--- config.mk ---
export PLATFORM = sky130hd
export DESIGN_NAME = pooling_layer_scheduler_flat
export DESIGN_NICKNAME = d
export VERILOG_FILES = /design/src/rtl/pooling_layer_scheduler_if.sv /design/src/rtl/pooling_layer_scheduler.sv /design/src/flat_wrapper.sv
export SDC_FILE = /design/constraint.sdc
export NUM_CORES = 1
export LEC_CHECK = 0
export ABC_CLOCK_PERIOD_IN_PS = 1700
export CAP_MARGIN = 15
export CELL_PAD_IN_SITES_DETAIL_PLACEMENT = 1
export CELL_PAD_IN_SITES_GLOBAL_PLACEMENT = 2
export CORE_MARGIN = 2
export CORE_UTILIZATION = 38
export CTS_CLUSTER_SIZE = 16
export DETAILED_ROUTE_END_ITERATION = 10
export DONT_BUFFER_PORTS = 1
export GPL_TIMING_DRIVEN = 1
export PLACE_DENSITY = 0.82
export SETUP_SLACK_MARGIN = 0.02
export SYNTH_ARGS = -nofsm -noshare
export SYNTH_HDL_FRONTEND = slang
export SYNTH_SLANG_ARGS = --single-unit
--- constraint.sdc ---
create_clock -name clk -period 1.7 [get_ports clk]
set_clock_uncertainty 0.1 [all_clocks]
set_input_delay 0.34 -clock clk [delete_from_list [all_inputs] [get_ports clk]]
set_output_delay 0.34 -clock clk [all_outputs]
set_load 0.01 [all_outputs]
--- src/rtl/pooling_layer_scheduler_if.sv ---
// pooling_layer_scheduler_if
//   Bundles the scheduler's control and status signals.
//   master : top-level controller / upstream side (drives start, in_valid)
//   slave  : the scheduler itself
//   start, in_valid         : pass start pulse, upstream row available
//   in_ready                : scheduler can take a row this cycle
//   pool_valid/_feature_*   : row issued to the pooling datapath
//   out_row_valid/_idx      : pooled output row completed
//   busy, done              : pass in progress, end-of-pass pulse
interface pooling_layer_scheduler_if;
  logic       start;
  logic       in_valid;
  logic       in_ready;
  logic       pool_valid;
  logic [1:0] pool_feature_idx;
  logic [2:0] pool_feature_row;
  logic       out_row_valid;
  logic [1:0] out_feature_idx;
  logic [1:0] out_row_idx;
  logic       busy;
  logic       done;

  modport master (
    output start, in_valid,
    input  in_ready, pool_valid, pool_feature_idx, pool_feature_row,
    input  out_row_valid, out_feature_idx, out_row_idx, busy, done
  );

  modport slave (
    input  start, in_valid,
    output in_ready, pool_valid, pool_feature_idx, pool_feature_row,
    output out_row_valid, out_feature_idx, out_row_idx, busy, done
  );
endinterface

--- src/rtl/pooling_layer_scheduler.sv ---
// pooling_layer_scheduler
//   Sequences one pooling layer pass: accepts conv output rows over a
//   valid/ready handshake, issues them to the pooling datapath no faster
//   than one per ROW_GAP cycles, tracks pooled-row completion through an
//   OUT_LATENCY-deep pipeline and pulses done at the end of the pass.
// Ports
//   clk   : clock
//   rst_n : asynchronous active-low reset
//   bus   : pooling_layer_scheduler_if.slave (see interface header)
//
// state   | meaning
// --------+------------------------------------------------------------
// S_IDLE  | waiting for start, in_ready low
// S_RUN   | in_ready high, a row is taken on in_valid
// S_GAP   | spacing rows to respect pooling array occupancy
// S_DRAIN | all rows taken, waiting for last pooled rows to complete
// S_DONE  | done pulse, back to idle next cycle
module pooling_layer_scheduler #(
  parameter int FEATURE_NUM  = 3,
  parameter int FEATURE_ROWS = 6,
  parameter int ROW_GAP      = 4,
  parameter int OUT_LATENCY  = 3
) (
  input  logic                       clk,
  input  logic                       rst_n,
  pooling_layer_scheduler_if.slave   bus
);

  typedef enum logic [2:0] {S_IDLE, S_RUN, S_GAP, S_DRAIN, S_DONE} state_t;

  // Only odd input rows complete a pooled row, so the pipeline tracks just
  // those; the payload is loaded only alongside a fire so the tail stage
  // holds the last reported indices between pulses.
  typedef struct packed {
    logic       fire;
    logic [1:0] feat;
    logic [1:0] orow;
  } cmpl_t;

  state_t     r_state;
  logic [1:0] r_feat;
  logic [2:0] r_row;
  logic [7:0] r_gap;
  logic       r_in_ready;
  logic       r_pool_valid;
  logic [1:0] r_pool_feat;
  logic [2:0] r_pool_row;
  logic       r_busy;
  logic       r_done;

  cmpl_t      r_pipe  [OUT_LATENCY];
  cmpl_t      w_chain [OUT_LATENCY];
  logic       w_drained;
  logic       w_accept;
  logic       w_last_row;
  logic       w_last_feat;

  assign w_accept    = bus.in_valid && r_in_ready;
  assign w_last_row  = (r_row == 3'(FEATURE_ROWS - 1));
  assign w_last_feat = (r_feat == 2'(FEATURE_NUM - 1));

  always_comb begin
    w_chain[0] = '{fire: r_pool_valid & r_pool_row[0],
                   feat: r_pool_feat,
                   orow: r_pool_row[2:1]};
    for (int k = 1; k < OUT_LATENCY; k++) begin
      w_chain[k] = r_pipe[k-1];
    end
  end

  // The tail stage may still be firing; DONE follows it by one cycle, so
  // only the stages feeding the tail (and the row in flight) must be empty.
  always_comb begin
    w_drained = !w_chain[0].fire;
    for (int k = 0; k < OUT_LATENCY - 1; k++) begin
      if (r_pipe[k].fire) w_drained = 1'b0;
    end
  end

  always_ff @(posedge clk or negedge rst_n) begin
    if (!rst_n) begin
      r_state      <= S_IDLE;
      r_feat       <= '0;
      r_row        <= '0;
      r_gap        <= '0;
      r_in_ready   <= 1'b0;
      r_pool_valid <= 1'b0;
      r_pool_feat  <= '0;
      r_pool_row   <= '0;
      r_busy       <= 1'b0;
      r_done       <= 1'b0;
    end else begin
      r_pool_valid <= 1'b0;
      r_done       <= 1'b0;
      case (r_state)
        S_IDLE: begin
          if (bus.start) begin
            r_feat     <= '0;
            r_row      <= '0;
            r_state    <= S_RUN;
            r_in_ready <= 1'b1;
            r_busy     <= 1'b1;
          end
        end
        S_RUN: begin
          if (w_accept) begin
            r_pool_valid <= 1'b1;
            r_pool_feat  <= r_feat;
            r_pool_row   <= r_row;
            if (w_last_row) begin
              r_row  <= '0;
              r_feat <= r_feat + 2'd1;
            end else begin
              r_row  <= r_row + 3'd1;
            end
            if (w_last_row && w_last_feat) begin
              r_state    <= S_DRAIN;
              r_in_ready <= 1'b0;
            end else if (ROW_GAP > 1) begin
              // accept cycle plus ROW_GAP-2 decrements plus the exit cycle
              r_state    <= S_GAP;
              r_gap      <= 8'(ROW_GAP - 2);
              r_in_ready <= 1'b0;
            end
          end
        end
        S_GAP: begin
          if (r_gap == 8'd0) begin
            r_state    <= S_RUN;
            r_in_ready <= 1'b1;
          end else begin
            r_gap <= r_gap - 8'd1;
          end
        end
        S_DRAIN: begin
          if (w_drained) begin
            r_state <= S_DONE;
            r_done  <= 1'b1;
          end
        end
        S_DONE: begin
          r_state <= S_IDLE;
          r_busy  <= 1'b0;
        end
        default: begin
          r_state    <= S_IDLE;
          r_in_ready <= 1'b0;
          r_busy     <= 1'b0;
        end
      endcase
    end
  end

  always_ff @(posedge clk or negedge rst_n) begin
    if (!rst_n) begin
      for (int k = 0; k < OUT_LATENCY; k++) begin
        r_pipe[k] <= '0;
      end
    end else begin
      for (int k = 0; k < OUT_LATENCY; k++) begin
        r_pipe[k].fire <= w_chain[k].fire;
        if (w_chain[k].fire) begin
          r_pipe[k].feat <= w_chain[k].feat;
          r_pipe[k].orow <= w_chain[k].orow;
        end
      end
    end
  end

  assign bus.in_ready         = r_in_ready;
  assign bus.pool_valid       = r_pool_valid;
  assign bus.pool_feature_idx = r_pool_feat;
  assign bus.pool_feature_row = r_pool_row;
  assign bus.out_row_valid    = r_pipe[OUT_LATENCY-1].fire;
  assign bus.out_feature_idx  = r_pipe[OUT_LATENCY-1].feat;
  assign bus.out_row_idx      = r_pipe[OUT_LATENCY-1].orow;
  assign bus.busy             = r_busy;
  assign bus.done             = r_done;

endmodule

--- src/flat_wrapper.sv ---
// flat-port wrapper written by rule: the top's interface ports become plain ports
module pooling_layer_scheduler_flat 
#(
  parameter int FEATURE_NUM  = 3,
  parameter int FEATURE_ROWS = 6,
  parameter int ROW_GAP      = 4,
  parameter int OUT_LATENCY  = 3
)
  (clk, rst_n, bus_start, bus_in_valid, bus_in_ready, bus_pool_valid, bus_pool_feature_idx, bus_pool_feature_row, bus_out_row_valid, bus_out_feature_idx, bus_out_row_idx, bus_busy, bus_done);
  pooling_layer_scheduler_if bus_i ();
  input  logic clk;
  input  logic rst_n;
  input wire logic [$bits(bus_i.start)-1:0] bus_start;
  input wire logic [$bits(bus_i.in_valid)-1:0] bus_in_valid;
  output wire logic [$bits(bus_i.in_ready)-1:0] bus_in_ready;
  output wire logic [$bits(bus_i.pool_valid)-1:0] bus_pool_valid;
  output wire logic [$bits(bus_i.pool_feature_idx)-1:0] bus_pool_feature_idx;
  output wire logic [$bits(bus_i.pool_feature_row)-1:0] bus_pool_feature_row;
  output wire logic [$bits(bus_i.out_row_valid)-1:0] bus_out_row_valid;
  output wire logic [$bits(bus_i.out_feature_idx)-1:0] bus_out_feature_idx;
  output wire logic [$bits(bus_i.out_row_idx)-1:0] bus_out_row_idx;
  output wire logic [$bits(bus_i.busy)-1:0] bus_busy;
  output wire logic [$bits(bus_i.done)-1:0] bus_done;
  assign bus_i.start = bus_start;
  assign bus_i.in_valid = bus_in_valid;
  assign bus_in_ready = bus_i.in_ready;
  assign bus_pool_valid = bus_i.pool_valid;
  assign bus_pool_feature_idx = bus_i.pool_feature_idx;
  assign bus_pool_feature_row = bus_i.pool_feature_row;
  assign bus_out_row_valid = bus_i.out_row_valid;
  assign bus_out_feature_idx = bus_i.out_feature_idx;
  assign bus_out_row_idx = bus_i.out_row_idx;
  assign bus_busy = bus_i.busy;
  assign bus_done = bus_i.done;
  pooling_layer_scheduler #(.FEATURE_NUM(FEATURE_NUM), .FEATURE_ROWS(FEATURE_ROWS), .ROW_GAP(ROW_GAP), .OUT_LATENCY(OUT_LATENCY)) u_core (.clk(clk), .rst_n(rst_n), .bus(bus_i));
endmodule
==> key figures <==
Die
  – Chip Width: 74.6 um
  – Core box area: 4750 um2
  – # rows: 25
  – Initial core utilization: 39.8%
  – Die area: 5560 um2
  – Io pins: 18
  – Chip Height: 74.6 um

Route
  – DR pass1 iterations: 4
  – DR vias/cell: 5.42
  – Post-route DRC: 0
  – DRT antenna net count: 0
  – Routed via count: 1387
  – DRT iter0 DRCs: 33
  – Final WL: 4770 um
  – Wire per inst: 18.6 um

Timing
  – Worst slew margin: 75.5%
  – Fin crit share: 107%
  – Setup TNS: -1.25 ns
  – Setup Viol. Count Final: 17
  – Final Critical Period: 1.81 ns
  – Setup WS post-layout: -0.112 ns
  – Slew Viols, Final: 0
  – Unrepaired setup endpoints after global routing: true
  – Hold Fails Final Rpt: 0
  – Hold slack final: 0.234 ns
  – Slew @ Worst Pin: 0.366 ns
  – Max Freq: 552 MHz

Yosys
  – Post-Syn Area: 1890 um2
  – Syn_area_per_cell: 12.4 um2
  – Largest area contributor in the netlist: dfrtp_1
  – Async SR Flop Fraction: 100%
  – Most frequent cells after synthesis: dfrtp_1, mux2_2, buf_4, nor2_1, nor3_1
  – Seq cells post-synth: 40
  – Synth Flop Type: dfrtp_1
  – Post-synthesis sequential area ratio: 52.9%
  – Top-count cell post-synth: dfrtp_1
  – YS warnings: 0
  – Cells after synthesis: 153
  – Post-synth EDFFs: 0
  – Top-area cell type share of the netlist area: 52.9%
  – Top cells by area, synth: dfrtp_1, mux2_2, buf_4
  – Syn Nets: 160
  – Yosys cell types: 44

Global route
  – Vias in the first global route: 1649
  – Total track usage: 19.4%
  – Largest net degree at the start of global routing: 41
  – First-pass GRT wire length: 8060 um
  – Initial antenna violation count: 0
  – GRT overflow: 0

Clock network
  – CTS Sinks: 40
  – Clk root buf: clkbuf_8
  – H-tree depth: 2
  – Worst-Skew Late Latency: 0.29 ns
  – Worst-case clock buffer depth: 2
  – TritonCTS Buffers: 5
  – CTS tree: done
  – Clk slew on worst S/H paths: 0.08 ns

Setup path
  – Delay-heaviest family, CP: simple AND/OR/NAND/NOR gates
  – Worst setup path class: reg -> reg
  – Crit end category: flop
  – Critical Path Fanout Max: 5
  – Type of origin of the critical path: flop
  – Critical path arrival: 1.89 ns
  – Crit path buffers/inverters: 1
  – Critical path's slowest cell: dfrtp_2
  – Critical Path, Cell by Cell: or3b_4 > or2_4 > buf_4 > mux2_2
  – Critical path's largest stage delay: 0.45 ns
  – Crit path required time: 1.77 ns

Min path
  – Hold Path Class: in -> reg

Place
  – PortBufs: 0
  – RePlAce Congestion: 0.851
  – Final HPWL DP: 3190 um

Layout
  – Ratio of cells with drive above 1 in the final layout: 50.8%
  – Nets: 196
  – Final Util: 50.8%
  – P&R area growth vs syn: 27.8%
  – Diode count: 0

Power and ir drop
  – PwrDens: 1710 nW/um2
  – Worst VDD drop: 0.734 mV
  – Lkg Pwr: 1.17 nW
  – Design Power: 4.12 mW

Run status
  – Status: complete, but fails checks
  – Violated checks: negative setup slack

Job
  – Max-Cap Viols: 0
## logic make-up (layout without fill, tap and decap cells)
| kind of cell | after synthesis | after routing | synth area share (%) |
|---|---|---|---|
| flip-flops | 40 | 40 | 52.9 |
| AND/OR/NAND/NOR | 40 | 40 | 12.2 |
| AO/OA/AOI/OAI | 29 | 29 | 13.0 |
| buffers and inverters | 22 | 58 | 8.73 |
| multiplexers | 19 | 19 | 11.2 |
| adder cells (fa/ha/maj) | 3 | 3 | 1.98 |
## metrics by stage
step,worst slack [ns],std cells,area [um2]
finish,-0.112,256,2420
global route,-0.141,256,2420
CTS,-0.0683,255,2380
detailed placement,-0.125,239,2130
global placement,-0.0835,239,2130
floorplan,-0.202,153,1920
## tightest hold or removal path: cells and delay by family
| kind | cells | cell delay, ns |
|---|---|---|
| simple gates | 4 | 0.24 |
## placed cells by master, fill, tap and decap left out, types with 2 or more instances in the layout
cell type   n
buf_4      39
dfrtp_1    38
mux2_2     17
nor2_1      8
a21oi_1     5
clkbuf_8    5
inv_1       4
nor3_2      4
a32o_1      4
o221ai_2    4
buf_6       4
nor4_1      3
nor2b_1     3
nor3_1      3
a21o_1      3
ha_1        3
or3b_4      2
nand2_1     2
nand3_1     2
and3_1      2
nor3b_1     2
a22o_1      2
clkinv_2    2
dfrtp_2     2
## timing repair
item | 4_1_cts | 5_1_grt
pin swaps | 8 | 4
hold buffers | 2 | 0
hold endpoints to repair | 40 | 0
gates resized for setup | 19 | 7
buffers inserted | 6 | 2
setup endpoints to repair | 19 | 21
cloned | 1 | 0
## flip-flops by register name, indices dropped and copies added, names as in the netlist
register and cells:
u_core.bus.in_ready 1, u_core.bus.done 1, u_core.r_feat 2, u_core.bus.out_feature_idx 2, u_core.r_row 3, u_core.bus.pool_feature_row 3, u_core.bus.pool_valid 1, u_core.bus.pool_feature_idx 2
u_core.bus.out_row_idx 2, u_core.bus.out_row_valid 1, u_core.r_state 3, u_core.r_gap 8, u_core.r_pipe 10, u_core.bus.busy 1
## per-layer routing
metal | share of wire (%) | vias to the layer above | wire length (um) | track usage, %
met5 | 0 | - | 0 | 0
li1 | - | 622 | - | -
met4 | 1.9 | 0 | 90 | 7.34
met2 | 54 | 25 | 2570 | 35.2
met1 | 41 | 730 | 1980 | 22.1
met3 | 2.9 | 10 | 137 | 4.47
## final timing paths
check | from | endpoint | slack, ns | cells past startpoint
min reg2reg | u_core.r_pipe[13] | u_core.r_pipe[13] | 0.41 | 1
max in group asynchronous | rst_n | u_core.r_state[2] | 0.88 | 2
max | u_core.r_state[2] | u_core.bus.pool_feature_row[0] | -0.11 | 4
max reg2reg | u_core.r_state[2] | u_core.bus.pool_feature_row[0] | -0.11 | 4
min in group asynchronous | rst_n | u_core.r_pipe[12] | 0.42 | 2
min | bus_start | u_core.bus.busy | 0.23 | 4
## cell type report
type / instances / area, um2
Clock inverter: 2 / 12.5
Tap cell: 67 / 83.8
Timing Repair inverter: 1 / 5.00
Sequential cell: 40 / 1000
Clock buffer: 5 / 68.8
Multi-Input combinational cell: 91 / 850
Inverter: 5 / 26.3
Fill cell: 526 / 2340
Timing Repair Buffer: 45 / 368
## report_power, final
| group | switching (mW) | leakage, nW | internal (mW) | total, mW |
|---|---|---|---|---|
| logic | 0.914 | 0.592 | 1.12 | 2.03 |
| clock network | 0.317 | 0.0400 | 0.278 | 0.595 |
| registers | 0.272 | 0.534 | 1.22 | 1.49 |
Note: power is estimated with default switching activity, not from simulation.
